### src/rtl/uart_rx_fifo.sv
// Tagged first-word-fall-through receive buffer behind a UART receiver, with RTS flow control.
// Optional saturating drop/error statistics are built when UART_RX_FIFO_STATS_EN is defined.
module uart_rx_fifo #(
    parameter int DataBits        = 8,
    parameter int Depth           = 16,
    parameter int AlmostFullLevel = 12
) (
    input  logic                         clk,
    input  logic                         rst_n,
    input  logic [DataBits-1:0]          in_data,
    input  logic                         in_valid,
    input  logic                         in_break,
    input  logic                         in_error,
    output logic [DataBits-1:0]          out_data,
    output logic                         out_err,
    output logic                         out_brk,
    output logic                         out_valid,
    input  logic                         out_ready,
    output logic [$clog2(Depth+1)-1:0]   count,
    output logic                         full,
    output logic                         rts_n,
    output logic                         overflow,
    input  logic                         clear_overflow,
    output logic [15:0]                  drop_count,
    output logic [15:0]                  err_count
);

    localparam int AW = $clog2(Depth);
    localparam int PW = AW + 1;
    localparam int CW = $clog2(Depth + 1);
    localparam int EW = DataBits + 2;
    localparam logic [PW-1:0] AFL = PW'(AlmostFullLevel);

    typedef enum logic {
        LINE_OK  = 1'b0,
        IN_BREAK = 1'b1
    } brk_state_t;

    brk_state_t    state_q, state_d;
    logic [PW-1:0] wr_ptr, rd_ptr, wr_ptr_d, rd_ptr_d, count_d;
    logic [EW-1:0] mem [Depth];
    logic [EW-1:0] entry, head;
    logic          empty, pop, push_req, do_push, drop, brk_eff, err_eff;

    assign empty = (wr_ptr == rd_ptr);
    assign full  = (wr_ptr[AW] != rd_ptr[AW]) && (wr_ptr[AW-1:0] == rd_ptr[AW-1:0]);
    assign count = CW'(wr_ptr - rd_ptr);

    // Break collapse: only the first break pulse of a break run becomes an entry.
    always_comb begin
        state_d = state_q;
        brk_eff = 1'b0;
        case (state_q)
            LINE_OK: begin
                if (in_break) begin
                    brk_eff = 1'b1;
                    state_d = IN_BREAK;
                end
            end
            IN_BREAK: begin
                if (in_valid || in_error) state_d = LINE_OK;
            end
            default: state_d = LINE_OK;
        endcase
    end

    always_ff @(posedge clk or negedge rst_n) begin
        if (!rst_n) state_q <= LINE_OK;
        else        state_q <= state_d;
    end

    assign err_eff  = in_error & ~brk_eff;
    assign push_req = brk_eff | in_error | in_valid;
    assign entry    = brk_eff ? {1'b1, 1'b0, {DataBits{1'b0}}} : {1'b0, err_eff, in_data};

    // Handshake: the head transfers on any cycle where out_valid and out_ready are both high;
    // out_valid never waits on out_ready, and out_ready while empty has no effect.
    assign pop      = ~empty & out_ready;
    assign do_push  = push_req & (~full | pop);
    assign drop     = push_req & full & ~pop;
    assign wr_ptr_d = wr_ptr + PW'(do_push);
    assign rd_ptr_d = rd_ptr + PW'(pop);
    assign count_d  = wr_ptr_d - rd_ptr_d;

    always_ff @(posedge clk or negedge rst_n) begin
        if (!rst_n) begin
            wr_ptr   <= '0;
            rd_ptr   <= '0;
            rts_n    <= 1'b0;
            overflow <= 1'b0;
        end else begin
            wr_ptr <= wr_ptr_d;
            rd_ptr <= rd_ptr_d;
            rts_n  <= (count_d >= AFL);
            if (drop)                overflow <= 1'b1;
            else if (clear_overflow) overflow <= 1'b0;
        end
    end

    always_ff @(posedge clk) begin
        if (do_push) mem[wr_ptr[AW-1:0]] <= entry;
    end

    assign head      = mem[rd_ptr[AW-1:0]];
    assign out_valid = ~empty;
    assign out_data  = out_valid ? head[DataBits-1:0] : '0;
    assign out_err   = out_valid & head[DataBits];
    assign out_brk   = out_valid & head[DataBits+1];

`ifdef UART_RX_FIFO_STATS_EN
    logic [15:0] drop_q, err_q;

    always_ff @(posedge clk or negedge rst_n) begin
        if (!rst_n) begin
            drop_q <= '0;
            err_q  <= '0;
        end else begin
            if (drop && drop_q != 16'hFFFF)               drop_q <= drop_q + 16'd1;
            if (do_push && err_eff && err_q != 16'hFFFF)  err_q  <= err_q + 16'd1;
        end
    end

    assign drop_count = drop_q;
    assign err_count  = err_q;
`else
    assign drop_count = 16'h0;
    assign err_count  = 16'h0;
`endif

endmodule

### config.mk
export PLATFORM = sky130hd
export DESIGN_NAME = uart_rx_fifo
export DESIGN_NICKNAME = d
export VERILOG_FILES = /design/src/rtl/uart_rx_fifo.sv
export SDC_FILE = /design/constraint.sdc
export NUM_CORES = 1
export LEC_CHECK = 0
export CORE_MARGIN = 5
export CORE_UTILIZATION = 55
export CTS_CLUSTER_DIAMETER = 30
export DETAILED_ROUTE_END_ITERATION = 10
export PLACE_DENSITY = 0.85
export SETUP_SLACK_MARGIN = 0.1
export SLEW_MARGIN = 20
export SYNTH_ARGS = -nofsm -noshare
export SYNTH_HDL_FRONTEND = slang
export SYNTH_SLANG_ARGS = --single-unit
export TNS_END_PERCENT = 20
### constraint.sdc
create_clock -name clk -period 4.6 [get_ports clk]
set_input_delay 0.92 -clock clk [delete_from_list [all_inputs] [get_ports clk]]
set_output_delay 0.92 -clock clk [all_outputs]
set_load 0.05 [all_outputs]
; Word level (Yosys, flattened, before mapping)
; Memory sizes are Yosys's and may differ from the RTL's.
; Index checks and enable logic that the tools add are counted.
; W data, S select, Z words.
[totals]
ff_bits = 13
ram_bits = 160
out_inout_bits = 51
n_memories = 1
[mem_list]
columns = name, depth, word_bits, read_ports, rd_clocked_by_memory_dff, wr, line
row1 = mem, 16, 10, 1, 0, 1, 41  ; logic [EW-1:0] mem [Depth];
[classes]
add_sub_neg = 4
magnitude_cmp = 1
eq_ne = 3
mux = 10
bitwise = 15
reduce_logical = 3
[op_table]
columns = op, n
row1 = $add A5 B1 Y5, 2
row2 = $mux W10, 1
row3 = $sub A5 B5 Y5, 2
row4 = $mux W8, 1
row5 = $and A1 B1 Y1, 7
row6 = $mux W1, 7
row7 = $eq A5 B5 Y1, 1
row8 = $ge A5 B4 Y1 const B, 1
row9 = $not A1 Y1, 5
row10 = $eq A4 B4 Y1, 1
row11 = $or A1 B1 Y1, 3
row12 = $pmux W1 S2, 1
row13 = $reduce_bool A2 Y1, 1
row14 = $logic_and A1 B1 Y1, 1
row15 = $logic_or A1 B1 Y1, 1
row16 = $ne A1 B1 Y1, 1

; Logic depth before layout (Yosys ltp)
; Gate-level depths: netlist of the first run.
[logic_depth]
word_depth = 8
mapped_depth = 17

; Least setup slack after synthesis of the first run
; Ideal clock, no wire load.
[synth_path]
path_kind = register to output
from = register rd_ptr[2]
to = output port out_brk
arrival_time_ns = 2.802
required_ns = 3.680
slack_ns = 0.878
stages_incl_launch_ff = 10
n_path_buf = 4
path_cell_list = dfrtp_1 > clkbuf_2 > buf_2 > inv_1 > buf_4 > ha_1 > nand4_1 > nor2_1 > buf_2 > a211oi_1
[synth_via]
elab_chain_cells = 3
word_cells_on_any_way = 4
classes_between = eq/ne (1) / bitwise (2) / memory (1)
[synth_rtl]
columns = element, line
row1 = start: declaration, 40  ; logic [PW-1:0] wr_ptr, rd_ptr, wr_ptr_d, rd_ptr_d, count_d;
row2 = start signal: assignment, 93  ; rd_ptr <= rd_ptr_d;
row3 = branches (longest 2 deep; another with $mem_v2 Z16 W10), n/a
row4 = $and A1 B1 Y1 *, 108  ; assign out_brk = out_valid & head[DataBits+1];
row5 = end: declaration, 16  ; output logic out_brk,
; Every way passes the cells marked *.

; Worst setup path in the final report of the first run
[layout_path]
from = register rd_ptr[1]
to = output port count[3]
[layout_via]
elab_chain_cells = 1
[layout_rtl]
columns = element, line
row1 = $sub A5 B5 Y5, 47  ; assign count = CW'(wr_ptr - rd_ptr);
row2 = end: declaration, 19  ; output logic [$clog2(Depth+1)-1:0] count,
; Every way passes these cells.

==> results.sh, run 1 <==
export IMPL_status="finished clean"
export IMPL_place_gp_congestion=0.933
export IMPL_yosys_area_share_adder=0.0254
export IMPL_h_tree_depth=4
export IMPL_io_buffer_count=33
export IMPL_drt_iter0_markers=342
export IMPL_required_ns=3.68
export IMPL_cts_num_sinks=173
export IMPL_critPathKind="flop to primary output"
export IMPL_clk_path_buf_depth=2
export IMPL_hold_viol=0
export IMPL_antenna_found_initial=0
export IMPL_diodes=0
export IMPL_pre_cts_ws_ns=0.806
export IMPL_syn_inst=422
export IMPL_start_util=0.564
export IMPL_slew_headroom=0.250
export IMPL_post_cts_buffers=0
export IMPL_die_h_um=127
export IMPL_fin_setup_tns_ns=0
export IMPL_setup_worst_path_start_class="flop"
export IMPL_ant_nets=0
export IMPL_nets=495
export IMPL_grt_overflow_total=0
export IMPL_grt_pass1_wl_mm=22.9
export IMPL_drt_wirelength_per_cell_um=22.8
export IMPL_synthMuxAreaShare=0.140
export IMPL_rsz0062_at_grt="no"
export IMPL_dieArea_mm2=0.0161
export IMPL_synth_xor_area_frac=0.0162
export IMPL_core_area_mm2=0.0133
export IMPL_hold_path_class="flop to flop"
export IMPL_yosysTopAreaCell="edfxtp_1"
export IMPL_cts_reportedPaths_clkPinSlew_ns=0.06
export IMPL_globalRouteTotalUtil=0.194
export IMPL_fin_crit_sh=0.815
export IMPL_hold_path_depth=2
export IMPL_grt_max_degree=42
export IMPL_ys_warn_count=0
export IMPL_fin_ws_ns=0.851
export IMPL_fmax_mhz=267
export IMPL_die_w_um=127
export IMPL_setup_violations_final=0
export IMPL_synth_top_area_frac=0.641
export IMPL_dp_hpwl_mm=9.14
export IMPL_maxSlewViolCount=0
export IMPL_ys_types=38
export IMPL_synth_top_family_by_area="multiplexers"
export IMPL_rr_worst_depth=16
export IMPL_cts_resized=0
export IMPL_synth_cell_area_mm2=0.00749
export IMPL_wirelength_mm=14.9
export IMPL_synth_simple_area_share=0.0487
export IMPL_numCtsBuffers=17
export IMPL_multiInputGateArea_mm2=0.00204
export IMPL_ctsHoldBuffers=0
export IMPL_vias=3776
export IMPL_drc_errors=0
export IMPL_clock_latency_ns=0.41
export IMPL_yosysSeqAreaShare=0.684
export IMPL_avgSynthCellArea_um2=17.8
export IMPL_dr_pass1_iters=4
export IMPL_regArea_mm2=0.00513
export IMPL_root_buffer="clkbuf_16"
export IMPL_grt_pass1_vias=3939
export IMPL_fillers=899
export IMPL_drive_gt1_frac=0.213
export IMPL_maxCapViolations=0
export IMPL_syn_to_final_growth_pct=12.4
export IMPL_crit_path_end_kind="primary output"
export IMPL_fin_worst_skew_ns=0.00886
export IMPL_worstMarginPinSlew_ns=1.12
export IMPL_synth_compound_area_frac=0.0227
export IMPL_finalWorstPathRequiredPeriod_ns=3.75
export IMPL_avgViaCountPerCell=5.76
export IMPL_rows=42
export IMPL_synthTopCellsByArea="edfxtp_1 (64%), mux4_2 (9.0%), dfrtp_1 (4.3%), mux4_1 (3.5%), buf_4 (3.4%)"
export IMPL_worst_path_max_fanout=11
export IMPL_crit_arrival_ns=2.83
export IMPL_synth_seq_cells=173
export IMPL_tritoncts="done"
export IMPL_io_pins=66
[registers in the layout (all words and copies together), names as in the netlist]
name and count:
state_q 1, wr_ptr 5, overflow 1, mem 160
rd_ptr 5, rts_n 1
[placed cells by master, fill, tap and decap left out, types with 6 or more instances in the layout]
cell type	synthesis	layout
a211oi_1	8	8
and3_1	10	10
buf_4	34	23
clkbuf_16	0	18
clkdlybuf4s50_1	0	22
conb_1	1	32
dfrtp_1	13	12
edfxtp_1	160	160
ha_1	12	12
inv_1	20	20
mux2i_1	10	10
mux4_1	10	10
mux4_2	30	30
nand2_1	23	23
nand3_1	6	6
nor2_1	14	8
nor2_2	0	6
xnor2_1	10	10
[Yosys cell counts, drive strengths merged]
master / count
o21bai: 1
clkbuf: 5
mux2i: 10
nand2b: 2
buf: 46
a21oi: 4
a21o: 3
conb: 1
nor3: 5
inv: 20
and2: 1
mux2: 1
a211oi: 10
ha: 12
o32a: 1
nand4: 1
dfrtp: 13
xnor2: 11
nand3: 6
mux4: 40
and3: 10
o21ai: 5
nor2: 14
fa: 2
nor2b: 10
nand2: 25
edfxtp: 160
or2: 1
xor2: 2
[worst paths after layout]
path | from | end | slack [ns]
max | rd_ptr[1] | count[3] | 0.85
min | overflow | overflow | 0.53
max reg2reg | rd_ptr[2] | rts_n | 0.95
min reg2reg | overflow | overflow | 0.53
max in group asynchronous | rst_n | rd_ptr[0] | 3.26
min in group asynchronous | rst_n | rd_ptr[2] | 0.90
[per-stage QoR]
step | util | std cells | cell area (um2) | hold WS, ns
finish | 0.634 | 655 | 8430 | 0.528
global route | 0.634 | 655 | 8430 | 0.564
CTS | 0.632 | 655 | 8400 | 0.535
detailed placement | 0.589 | 623 | 7840 | 0.525
global placement | 0.589 | 623 | 7840 | 0.511
floorplan | - | 453 | 7610 | 0.504
[critical path: stages, from the launching register on]
cell,delay (ns)
dfrtp_1,0.38
inv_1,0.37
ha_1,0.34
a21o_1,0.16
a21oi_1,0.17
xnor2_1,0.15
clkdlybuf4s50_1,0.84
[metal layers]
metal | wire length, um | vias up | part of all wire | GRT usage
met1 | 5750 | 1923 | 0.39 | 0.240
met2 | 7800 | 176 | 0.52 | 0.329
met5 | 0 | - | 0 | 0
met3 | 993 | 30 | 0.067 | 0.0429
li1 | - | 1647 | - | -
met4 | 368 | 0 | 0.025 | 0.0877
[kinds of logic after synthesis]
| family | count (synthesis) |
|---|---|
| AO/OA/AOI/OAI | 24 |
| XOR/XNOR | 13 |
| adder cells (fa/ha/maj) | 14 |
| buffers and inverters | 71 |
| flip-flops | 173 |
| multiplexers | 51 |
| other | 1 |
| AND/OR/NAND/NOR | 75 |
[cell type report]
type / count / share of cell area
clock buffers: 26 / 0.0630
clock inverters: 6 / 0.00371
repair buffers: 45 / 0.0466
flip-flops and latches: 173 / 0.609
inverters: 20 / 0.00891
multi-input cells: 209 / 0.243
well taps: 176 / 0.0261
Power of run 1 is left out: the tool's default activity adds up to more than one toggle a clock period on the data nets, which glitch-free logic cannot reach.
==> run 2: changes to the inputs <==
Clock period 4.6 ns to 3.6 ns, I/O delays scaled along.
==> results.sh, run 2 (same netlist as run 1, synthesis figures left out) <==
export IMPL_ctsHoldBuffers=0
export IMPL_clock_latency_ns=0.42
export IMPL_status="finished clean"
export IMPL_cp_common_cell="ha_1"
export IMPL_largest_reg_flops=160
export IMPL_hold_viol=0
export IMPL_most_common_layout_cells="edfxtp_1 (160), conb_1 (32), mux4_2 (30), buf_4 (28), nand2_1 (23)"
export IMPL_syn_to_final_growth_pct=14.0
export IMPL_fmax_mhz=296
export IMPL_hold_path_class="flop to flop"
export IMPL_timing_hold_ws_ns=0.536
export IMPL_worstMarginPinSlew_ns=1.12
export IMPL_grt_overflow_total=0
export IMPL_core_area_mm2=0.0133
export IMPL_avgViaCountPerCell=5.77
export IMPL_fin_crit_sh=0.938
export IMPL_crit_slowest_cell="dfrtp_2"
export IMPL_io_buffer_count=33
export IMPL_crit_end="rts_n"
export IMPL_critical_path_max_stage_delay_ns=0.49
export IMPL_die_w_um=127
export IMPL_cts_num_sinks=173
export IMPL_setup_worst_path_start_class="flop"
export IMPL_critPathKind="flop to flop"
export IMPL_setup_violations_final=0
export IMPL_die_h_um=127
export IMPL_wirelength_mm=14.9
export IMPL_final_common_cell="edfxtp_1"
export IMPL_fin_worst_skew_ns=0.00658
export IMPL_antenna_found_initial=0
export IMPL_cp_num_buf_inv=0
export IMPL_crit_arrival_ns=3.68
export IMPL_ant_nets=0
export IMPL_place_gp_congestion=0.942
export IMPL_worstReg2RegEnd="rts_n"
export IMPL_h_tree_depth=4
export IMPL_rr_worst_depth=12
export IMPL_crit_path_end_kind="flop"
export IMPL_worst_path_max_fanout=11
export IMPL_grt_pass1_vias=3931
export IMPL_maxCapViolations=0
export IMPL_rrSetupSlack_ns=0.22
export IMPL_maxSlewViolCount=0
export IMPL_io_pins=66
export IMPL_dieArea_mm2=0.0161
export IMPL_dp_hpwl_mm=9.24
export IMPL_tritoncts="done"
export IMPL_rsz0062_at_grt="yes"
export IMPL_globalRouteTotalUtil=0.189
export IMPL_grt_max_degree=42
export IMPL_slew_headroom=0.250
export IMPL_drt_iter0_markers=290
export IMPL_path_depth=12
export IMPL_crit_path_start="wr_ptr[2]"
export IMPL_drt_wirelength_per_cell_um=22.6
export IMPL_numCtsBuffers=17
export IMPL_drive_gt1_frac=0.227
export IMPL_critical_path_top_delay_family="adder cells"
export IMPL_start_util=0.564
export IMPL_rows=42
export IMPL_diodes=0
export IMPL_clk_path_buf_depth=2
export IMPL_post_place_cells=628
export IMPL_root_buffer="clkbuf_16"
export IMPL_crit_chain="ha_2 > nand4_1 > o32a_1 > ha_1 > ha_1 > xor2_2 > ha_1 > nand2_1 > o21ai_0 > xnor2_1 > o21ai_0 > mux2_2"
export IMPL_drc_errors=0
export IMPL_finalWorstPathRequiredPeriod_ns=3.38
export IMPL_vias=3812
export IMPL_nets=501
export IMPL_required_ns=3.91
export IMPL_grt_pass1_wl_mm=22.6
export IMPL_dr_pass1_iters=5
export IMPL_cts_reportedPaths_clkPinSlew_ns=0.06
export IMPL_fin_cells=661
export IMPL_timing_rr_start="wr_ptr[2]"
run 2: changes by cell type in the layout (fill, tap and decap cells not counted), moves of 3 or more:
cell	before	now
buf_12	0	4
clkinvlp_4	0	6
clkdlybuf4s50_1	22	18
nor2_1	8	12
clkinv_2	5	1
nor2b_2	5	1
clkinv_4	0	3
nor2b_1	5	9
buf_4	23	28
clkbuf_8	5	0
nor2_2	6	2
run 2: worst min path at each step:
stage | start | to | slack (ns) | depth (start not counted)
2_1_floorplan | rst_n | overflow | 0.42 | 0
3_3_place_gp | overflow | overflow | 0.51 | 2
3_5_place_dp | overflow | overflow | 0.53 | 2
4_1_cts | overflow | overflow | 0.54 | 2
5_1_grt | overflow | overflow | 0.56 | 2
6_report | overflow | overflow | 0.54 | 2
run 2: worst register-to-register path: cells and delay by family, from the launching register on:
kind | cells | cell delay (ns)
flip-flops | 1 | 0.49
XOR/XNOR | 2 | 0.35
AND/OR/NAND/NOR | 2 | 0.27
adder cells (fa/ha/maj) | 4 | 1.22
AO/OA/AOI/OAI | 3 | 0.67
multiplexers | 1 | 0.27
run 2: through the flow:
| step | setup TNS, ns | utilization | setup slack (ns) | cell area [um2] |
|---|---|---|---|---|
| global route | -0.0134 | 0.642 | -0.0134 | 8540 |
| global placement | 0 | 0.595 | 0.139 | 7910 |
| detailed placement | 0 | 0.595 | 0.0486 | 7910 |
| CTS | 0 | 0.638 | 0.104 | 8490 |
| finish | 0 | 0.642 | 0.224 | 8540 |
| floorplan | 0 | - | 0.117 | 7610 |
run 2: layer usage:
layer | track usage | part of all wire | vias up
met4 | 0.0732 | 0.030 | 0
met5 | 0 | 0 | -
li1 | - | - | 1659
met3 | 0.0395 | 0.062 | 36
met2 | 0.325 | 0.53 | 157
met1 | 0.238 | 0.38 | 1960
run 2: what timing repair did:
item | in CTS | in global routing
setup endpoints to repair | 0 | 9
setup buffers | 0 | 1
resized for setup | 0 | 7
run 2: area by class of cell:
| class | instances | area, um2 |
|---|---|---|
| clock buffer | 18 | 429 |
| clock inverter | 14 | 145 |
| fill | 869 | 4750 |
| inverter | 20 | 78.8 |
| multi-input combinational | 209 | 2050 |
| sequential | 173 | 5130 |
| tap | 176 | 220 |
| timing repair buffer | 51 | 482 |
Power of run 2 is left out for the same reason.
==> run 3: changes to the inputs <==
Settings changed: ABC_CLOCK_PERIOD_IN_PS set to 3600, CORE_ASPECT_RATIO set to 1.4, PLACE_DENSITY 0.85 to 0.77.
==> results.sh, run 3 (same netlist as run 1, synthesis figures left out) <==
export IMPL_status="finished clean"
export IMPL_critical_path_max_stage_delay_ns=0.51
export IMPL_antenna_found_initial=0
export IMPL_crit_slowest_cell="dfrtp_1"
export IMPL_crit_arrival_ns=3.65
export IMPL_clk_path_buf_depth=2
export IMPL_io_pins=66
export IMPL_die_h_um=148
export IMPL_start_util=0.560
export IMPL_rrSetupSlack_ns=0.25
export IMPL_grt_pass1_vias=3817
export IMPL_maxCapViolations=0
export IMPL_setup_worst_path_start_class="flop"
export IMPL_cp_num_buf_inv=2
export IMPL_fin_setup_tns_ns=0
export IMPL_fillers=918
export IMPL_nets=501
export IMPL_vias=3661
export IMPL_grt_max_degree=42
export IMPL_place_gp_congestion=0.854
export IMPL_worstReg2RegEnd="rts_n"
export IMPL_required_ns=3.91
export IMPL_rows=50
export IMPL_cts_num_sinks=173
export IMPL_drive_gt1_frac=0.215
export IMPL_final_common_cell="edfxtp_1"
export IMPL_min_from="overflow"
export IMPL_drt_wirelength_per_cell_um=20.7
export IMPL_timing_rr_start="wr_ptr[3]"
export IMPL_grt_overflow_total=0
export IMPL_worst_path_max_fanout=10
export IMPL_maxSlewViolCount=0
export IMPL_rsz0062_at_grt="yes"
export IMPL_fmax_mhz=299
export IMPL_dr_pass1_iters=5
export IMPL_io_buffer_count=33
export IMPL_globalRouteTotalUtil=0.183
export IMPL_avgViaCountPerCell=5.50
export IMPL_hold_path_class="flop to flop"
export IMPL_fin_crit_sh=0.930
export IMPL_tritoncts="done"
export IMPL_largest_reg_flops=160
export IMPL_most_common_layout_cells="edfxtp_1 (160), conb_1 (32), mux4_2 (30), buf_4 (29), nand2_1 (23)"
export IMPL_fin_worst_skew_ns=0.00820
export IMPL_critical_path_top_delay_family="adder cells"
export IMPL_syn_to_final_growth_pct=14.1
export IMPL_numCtsBuffers=17
export IMPL_core_area_mm2=0.0134
export IMPL_cts_reportedPaths_clkPinSlew_ns=0.06
export IMPL_drt_iter0_markers=313
export IMPL_ctsHoldBuffers=0
export IMPL_crit_chain="ha_1 > nand4_1 > o32a_1 > ha_1 > ha_1 > inv_1 > fa_1 > inv_1 > a21o_1 > a21oi_1 > xnor2_1 > mux2_2"
export IMPL_root_buffer="clkbuf_16"
export IMPL_critPathKind="flop to flop"
export IMPL_wirelength_mm=13.8
export IMPL_min_to="overflow"
export IMPL_slew_headroom=0.219
export IMPL_dp_hpwl_mm=8.90
export IMPL_diodes=0
export IMPL_clock_latency_ns=0.42
export IMPL_dieArea_mm2=0.0161
export IMPL_crit_path_end_kind="flop"
export IMPL_hold_viol=0
export IMPL_ant_nets=0
export IMPL_cp_common_cell="ha_1"
export IMPL_rr_worst_depth=12
export IMPL_die_w_um=109
export IMPL_grt_pass1_wl_mm=21.3
export IMPL_finalWorstPathRequiredPeriod_ns=3.35
export IMPL_post_cts_buffers=0
export IMPL_setup_violations_final=0
export IMPL_hold_path_depth=2
export IMPL_worstMarginPinSlew_ns=1.17
export IMPL_drc_errors=0
export IMPL_h_tree_depth=4
run 3: cell count changes in the layout (fill, tap and decap cells not counted), moves of 2 or more:
cell,delta
bufinv_16,+2
clkinv_1,-2
clkinvlp_4,-2
ha_1,+2
run 3: area by class of cell:
class                   instances  area (um2)  area share
multi-input cells             209        2020       0.236
well taps                     182         228      0.0266
flip-flops and latches        173        5130       0.600
inverters                      20        75.1     0.00878
clock inverters                13         190      0.0222
repair buffers                 51         479      0.0560
clock buffers                  18         429      0.0502
run 3: worst min-delay path: cells and delay by family, from the launching register on:
| kind | cells | cell delay [ns] |
|---|---|---|
| DFF | 1 | 0.38 |
| AOI/OAI and AO/OA | 1 | 0.06 |
| buffers and inverters | 1 | 0.05 |
run 3: worst max path at each step:
stage | startpoint | to | slack, ns | cells past startpoint
after floorplan | rd_ptr[2] | rts_n | 0.12 | 16
after global placement | in_error | rts_n | 0.15 | 12
after detailed placement | in_error | rts_n | 0.04 | 12
after CTS | rd_ptr[0] | out_data[0] | 0.11 | 6
after global routing | rd_ptr[3] | rts_n | 0.02 | 14
final | wr_ptr[3] | rts_n | 0.25 | 12
run 3: per-layer routing:
metal	vias to the layer above	share of wire	wire length (um)	track usage
li1	1655	-	-	-
met1	1845	0.37	5130	0.227
met2	143	0.54	7420	0.308
met3	18	0.067	921	0.0404
met4	0	0.022	306	0.0809
met5	-	0	0	0
run 3: timing repair:
item | CTS | global route
gates resized for setup | 0 | 1
endpoints found under the setup margin | 0 | 5
hold endpoints to repair | 0 | 0
run 3: stage by stage:
step	cells	worst slack (ns)	cell area [um2]	hold WS, ns	util
2_1_floorplan	453	0.117	7610	0.424	-
3_3_place_gp	635	0.151	7930	0.515	0.592
3_5_place_dp	635	0.0402	7930	0.530	0.592
4_1_cts	666	0.109	8550	0.541	0.638
5_1_grt	666	0.0199	8550	0.573	0.639
6_report	666	0.252	8550	0.534	0.639
Power of run 3 is left out for the same reason.
==> RTL change 1 (flow settings as in run 2) <==
Change the parameter `Depth` from 16 to 32.
--- a/src/rtl/uart_rx_fifo.sv
+++ b/src/rtl/uart_rx_fifo.sv
@@ -2,7 +2,7 @@
 // Optional saturating drop/error statistics are built when UART_RX_FIFO_STATS_EN is defined.
 module uart_rx_fifo #(
     parameter int DataBits        = 8,
-    parameter int Depth           = 16,
+    parameter int Depth           = 32,
     parameter int AlmostFullLevel = 12
 ) (
     input  logic                         clk,
Ports: changed (resized count); port bits go from 66 to 67. No check against the original RTL was run, so the function may have changed too.
==> RTL change 1 against run 2 <==
Final cell count rose by 89%; non-clock buffer count up 35; setup slack got worse by 0.15 ns; sequential cell count up 162; hold slack worse by 0.051 ns; synthesized area up 86%; final area rose by 95%; global-route usage is 4.7 points higher; wire length grew 130%; critical path type is now flop to primary output.
==> RTL change 1: results (changes against run 2) <==
Global routing
The wire length of the first global-routing pass was 49,800 µm (+120%). The largest net degree at the start of global routing was 84 (+100%). The via count of the first global-routing pass is 7,986 (+100%). The aggregate global-route resource usage was 0.236 (+0.0467).

Logic synthesis
The number of warnings reported in the yosys synthesis log came to 0 (unchanged). The proportion of register bits with asynchronous set or reset after synthesis is 0.0448 (-0.0304). After synthesis, the cell types taking the most area are edfxtp_1 69%, mux4_2 9.9%, mux4_1 3.6%. The number of library cell types mapped by synthesis came to 41 (+7.9%).

The number of enable flip-flop cells after synthesis is 320 (+100%). The sequential-to-total area share from yosys stat is 0.718 (+0.0332). By count the netlist is led by 320 x edfxtp_1, 109 x nand2_1, 61 x mux4_2. The number of instances in the synthesized netlist is 787 (+86%).

Critical path
The worst-case reg-to-reg path depth is 14 (+2). The launching element of the worst setup path is rd_ptr[0]$_DFF_PN0_. The largest fanout on the critical path is 17 (+6). The arrival time at the worst endpoint is 2.81 ns (-0.87 ns). In this design, the largest share of critical-path delay is due to compound AO/OA/AOI/OAI gates. The maximum cell stage delay along the critical path is 0.55 ns (+0.06 ns).

In this run the critical register-to-register path is launched from rd_ptr[2]$_DFF_PN0_. The setup slack of the most critical reg-to-reg path came to 0.29 ns (+0.07 ns). The slowest stage of the critical path belongs to the cell mux4_2.

Layout
The fraction of layout cells with a size suffix above 1 is 0.259 (+0.0322). The filler cell count in the final layout came to 1,513 (+74%). The number of flip-flops under the largest register name is 320 (+100%). The final layout net count is 914 (+82%).

Placement
The detailed placement HPWL was 17,200 µm (+86%). The weighted congestion at the end of routability-driven global placement is 0.817 (-13%). The count of input and output buffers is 34 (+3.0%). The cell count after placement came to 1,162 (+85%).

Routing
The number of DRC violations after detailed-routing iteration 0 came to 965 (+230%). The wire length after detailed routing is 34,200 µm (+130%). The number of vias per cell after detailed routing came to 6.21 (+7.8%). The via count of the routed design was 7,762 (+100%).

Min path
The number of instances on the worst hold path is 2 (unchanged). The startpoint identified for the worst hold timing path is state_q$_DFF_PN0_. In this run the worst hold path is classified as flop to flop.

The path with the worst hold slack has its endpoint at state_q$_DFF_PN0_.

Timing
The measured slew at the worst slew-check pin is 0.700 ns (-0.420 ns). The tightest hold margin is 0.486 ns (-0.0507 ns). The post-route clock skew was 0.0225 ns (+0.0160 ns).

Clock tree
The insertion delay to the later sink of the worst-skew pair came to 0.55 ns (+0.13 ns). The buffer levels on the longest clock path is 3 (+1). The post-cts hold buffer count is 0 (unchanged).

The number of buffers added by the clock tree synthesis step is 45 (+28). The count of H-tree levels built during CTS came to 2 (-2).

Run status
The flow ran to the end, and the final reports show no timing, DRC or antenna violations.

Power and ir drop
Across the VDD grid, the largest voltage drop is approximately 0.0015 V.
[RTL change 1: worst reg2reg max path: cells and delay by family (launching register included)]
family          cells  cell delay (ns)
compound gates      4             0.74
simple gates        3             0.60
flops               1             0.42
buf+inv             1             0.05
xor+xnor            1             0.22
mux                 1             0.09
fa+ha+maj           4             1.07
[RTL change 1: layer usage]
metal / GRT usage / up-vias / wire length, µm
met3: 0.0514 / 85 / 3640
met5: 0 / - / 0
met4: 0.0900 / 0 / 1340
li1: - / 3200 / -
met2: 0.395 / 599 / 17300
met1: 0.308 / 3878 / 11900
[RTL change 1: kinds of logic after synthesis]
kind of cell | share of synthesized area
other cells | 0.000270
fa+ha+maj | 0.0155
simple gates | 0.0560
flops | 0.718
buf+inv | 0.0389
xor+xnor | 0.00944
mux | 0.135
compound gates | 0.0269
[RTL change 1: worst max path at each step]
| stage | endpoint | slack, ns |
|---|---|---|
| 2_1_floorplan | rts_n$_DFF_PN0_ | 0.12 |
| 3_3_place_gp | rts_n$_DFF_PN0_ | 0.32 |
| 3_5_place_dp | rts_n$_DFF_PN0_ | 0.26 |
| 4_1_cts | out_brk | 0.05 |
| 5_1_grt | out_data[3] | 0.01 |
| 6_report | out_data[6] | 0.07 |
[RTL change 1: power breakdown]
group          internal (mW)  switching [mW]  total, mW
clock network           2.76            1.72       4.49
registers               4.79           0.178       4.97
logic                   2.82            4.23       7.05
total                   10.4            6.13       16.5
[RTL change 1: timing repair]
action / in CTS / in global routing
setup buffers: 0 / 1
pin swaps: 0 / 0
endpoints found under the setup margin: 10 / 11
gates resized for setup: 13 / 8
gates cloned: 1 / 2
[RTL change 1: stage by stage]
step | setup slack (ns) | cell area (µm²)
global placement | 0.315 | 14900
floorplan | 0.123 | 14000
global route | 0.0122 | 16600
CTS | 0.0523 | 16500
detailed placement | 0.263 | 14900
finish | 0.0736 | 16600
[RTL change 1: final cells by class]
cell class,count,share of cell area
Clock inverter,34,0.0239
Tap cell,330,0.0248
Clock buffer,49,0.0687
Inverter,20,0.00452
Multi-Input combinational cell,395,0.217
Sequential cell,335,0.601
Timing Repair Buffer,86,0.0599
==> RTL change 2 (flow settings as in run 2) <==
Without the edit above. Register the outputs `out_err` and `count`, without a reset; this adds one clock of latency there. The other outputs are not delayed to match.
--- a/src/rtl/uart_rx_fifo.sv
+++ b/src/rtl/uart_rx_fifo.sv
@@ -44,7 +44,10 @@
 
     assign empty = (wr_ptr == rd_ptr);
     assign full  = (wr_ptr[AW] != rd_ptr[AW]) && (wr_ptr[AW-1:0] == rd_ptr[AW-1:0]);
-    assign count = CW'(wr_ptr - rd_ptr);
+    always_ff @(posedge clk) begin
+        out_err <= out_valid & head[DataBits];
+        count   <= CW'(wr_ptr - rd_ptr);
+    end
 
     // Break collapse: only the first break pulse of a break run becomes an entry.
     always_comb begin
@@ -104,7 +107,6 @@
     assign head      = mem[rd_ptr[AW-1:0]];
     assign out_valid = ~empty;
     assign out_data  = out_valid ? head[DataBits-1:0] : '0;
-    assign out_err   = out_valid & head[DataBits];
     assign out_brk   = out_valid & head[DataBits+1];
 
 `ifdef UART_RX_FIFO_STATS_EN
Function: changed (Yosys sat finds a counterexample within 4 cycles, from zero or initial values and one cycle with rst_n low).
==> RTL change 2 against run 2 <==
Sequential cell count increased by 6; wire length is 0.64% lower; via count increased by 0.60%; highest routed layer unchanged; synthesized area grew 1.6%; setup slack lost 0.027 ns; fmax decreased by 0.80%; global-route usage grew 0.23 points; final area increased by 1.8%.
==> RTL change 2: results (changes against run 2) <==
Critical path
The highest-delay cell along the critical path is ha_1. The maximum cell stage delay along the critical path is 0.38 ns (-0.11 ns). The setup slack of the most critical reg-to-reg path is 0.20 ns (-0.03 ns). The arrival time at the worst endpoint is 3.71 ns (+0.03 ns). The family with the most delay on the worst path is adder cells.

Placement
The standard cell area after detailed placement is 8010 µm² (+1.2%). The setup slack after placement is 0.0814 ns (+0.0327 ns). The cell count after placement came to 638 (+1.6%).

The weighted congestion at the end of routability-driven global placement is 0.839 (-11%). The detailed placement HPWL came to 9450 µm (+2.3%). The count of input and output buffers came to 33 (unchanged).

Global routing
The met2 routing resource usage after global routing was 0.325 (about the same). The via count of the first global-routing pass was 3,953 (+0.56%). The global routing usage on met1 is 0.249 (+0.0104).

The met3 global-route usage is 0.0408 (+0.00132). The wire length of the first global-routing pass is 22,800 µm (+0.86%). The aggregate global-route resource usage is 0.192 (+0.00228).

Logic synthesis
The proportion of register bits with asynchronous set or reset after synthesis came to 0.0726 (-0.00252). Yosys attributes the largest share of cell area to edfxtp_1 63%, mux4_2 8.9%, dfrtp_1 4.3%. The synthesized-area fraction occupied by ao, oa, aoi and oai cells is 0.0223 (-0.000358). The mux contribution to synthesized area is 0.138 (-0.00221). The average footprint of a synthesized cell is 17.8 µm² (+0.18%). The number of library cell types mapped by synthesis was 39 (+2.6%). The post-synthesis xor/xnor area fraction came to 0.0159 (-0.000255). The sequential-to-total area share from yosys stat is 0.689 (+0.00498). The area share of fa/ha/maj cells after synthesis is 0.0250 (-0.000400).

Timing
The post-route clock skew is 0.00998 ns (+0.00340 ns). The measured slew at the worst slew-check pin is 1.07 ns (-0.0486 ns). The part of the cycle the worst path needs came to 0.945 (+0.00752). The tightest hold margin was 0.550 ns (+0.0139 ns).

Layout
The fraction of layout cells with a size suffix above 1 was 0.212 (-0.0146). The number of cells in the finished layout apart from fillers was 670 (+1.4%). The final layout net count is 506 (+1.0%).

Routing
The number of DRC violations after detailed-routing iteration 0 was 308 (+6.2%). The met3 layer wire length in the routed design is 977 µm (+5.3%). The routed length on met2 is 7760 µm (-1.4%). The count of unresolved DRC violations after routing came to 0 (unchanged). The total iterations of the first detailed-routing run is 5 (unchanged). The wire length after detailed routing is 14,800 µm (-0.64%). The via count of the routed design came to 3,835 (+0.60%).

The detailed-route wire length on metal 1 is 5900 µm (+3.6%).

Clock tree
The post-CTS resize count was 1 (+1). The insertion delay to the later sink of the worst-skew pair is roughly 0.43 ns. The count of H-tree levels built during CTS came to 4 (unchanged).

Run status
The run finished with clean final reports.

Power and ir drop
The proportion of power drawn by flip-flops and latches is 0.334.

Min path
The min-delay analysis places its worst path in the category flop to flop.
RTL change 2: changes by cell type after synthesis:
cell	change
dfxtp_1	+6
RTL change 2: worst paths after layout:
check	depth (start not counted)	endpoint	start
worst min register to register	2	overflow$_DFFE_PN0P_	overflow$_DFFE_PN0P_
worst max-delay path	13	rts_n$_DFF_PN0_	rd_ptr[3]$_DFF_PN0_
worst min-delay path	2	overflow$_DFFE_PN0P_	overflow$_DFFE_PN0P_
max in group asynchronous	1	rd_ptr[0]$_DFF_PN0_	rst_n
worst max register to register	13	rts_n$_DFF_PN0_	rd_ptr[3]$_DFF_PN0_
min in group asynchronous	1	overflow$_DFFE_PN0P_	rst_n
RTL change 2: cell type report:
class / count / area [µm²]
inverter: 20 / 75.1
clock buffer: 17 / 425
clock inverter: 15 / 229
timing repair buffer: 50 / 449
multi-input combinational: 209 / 2040
sequential: 179 / 5250
fill: 902 / 5030
tap: 180 / 225
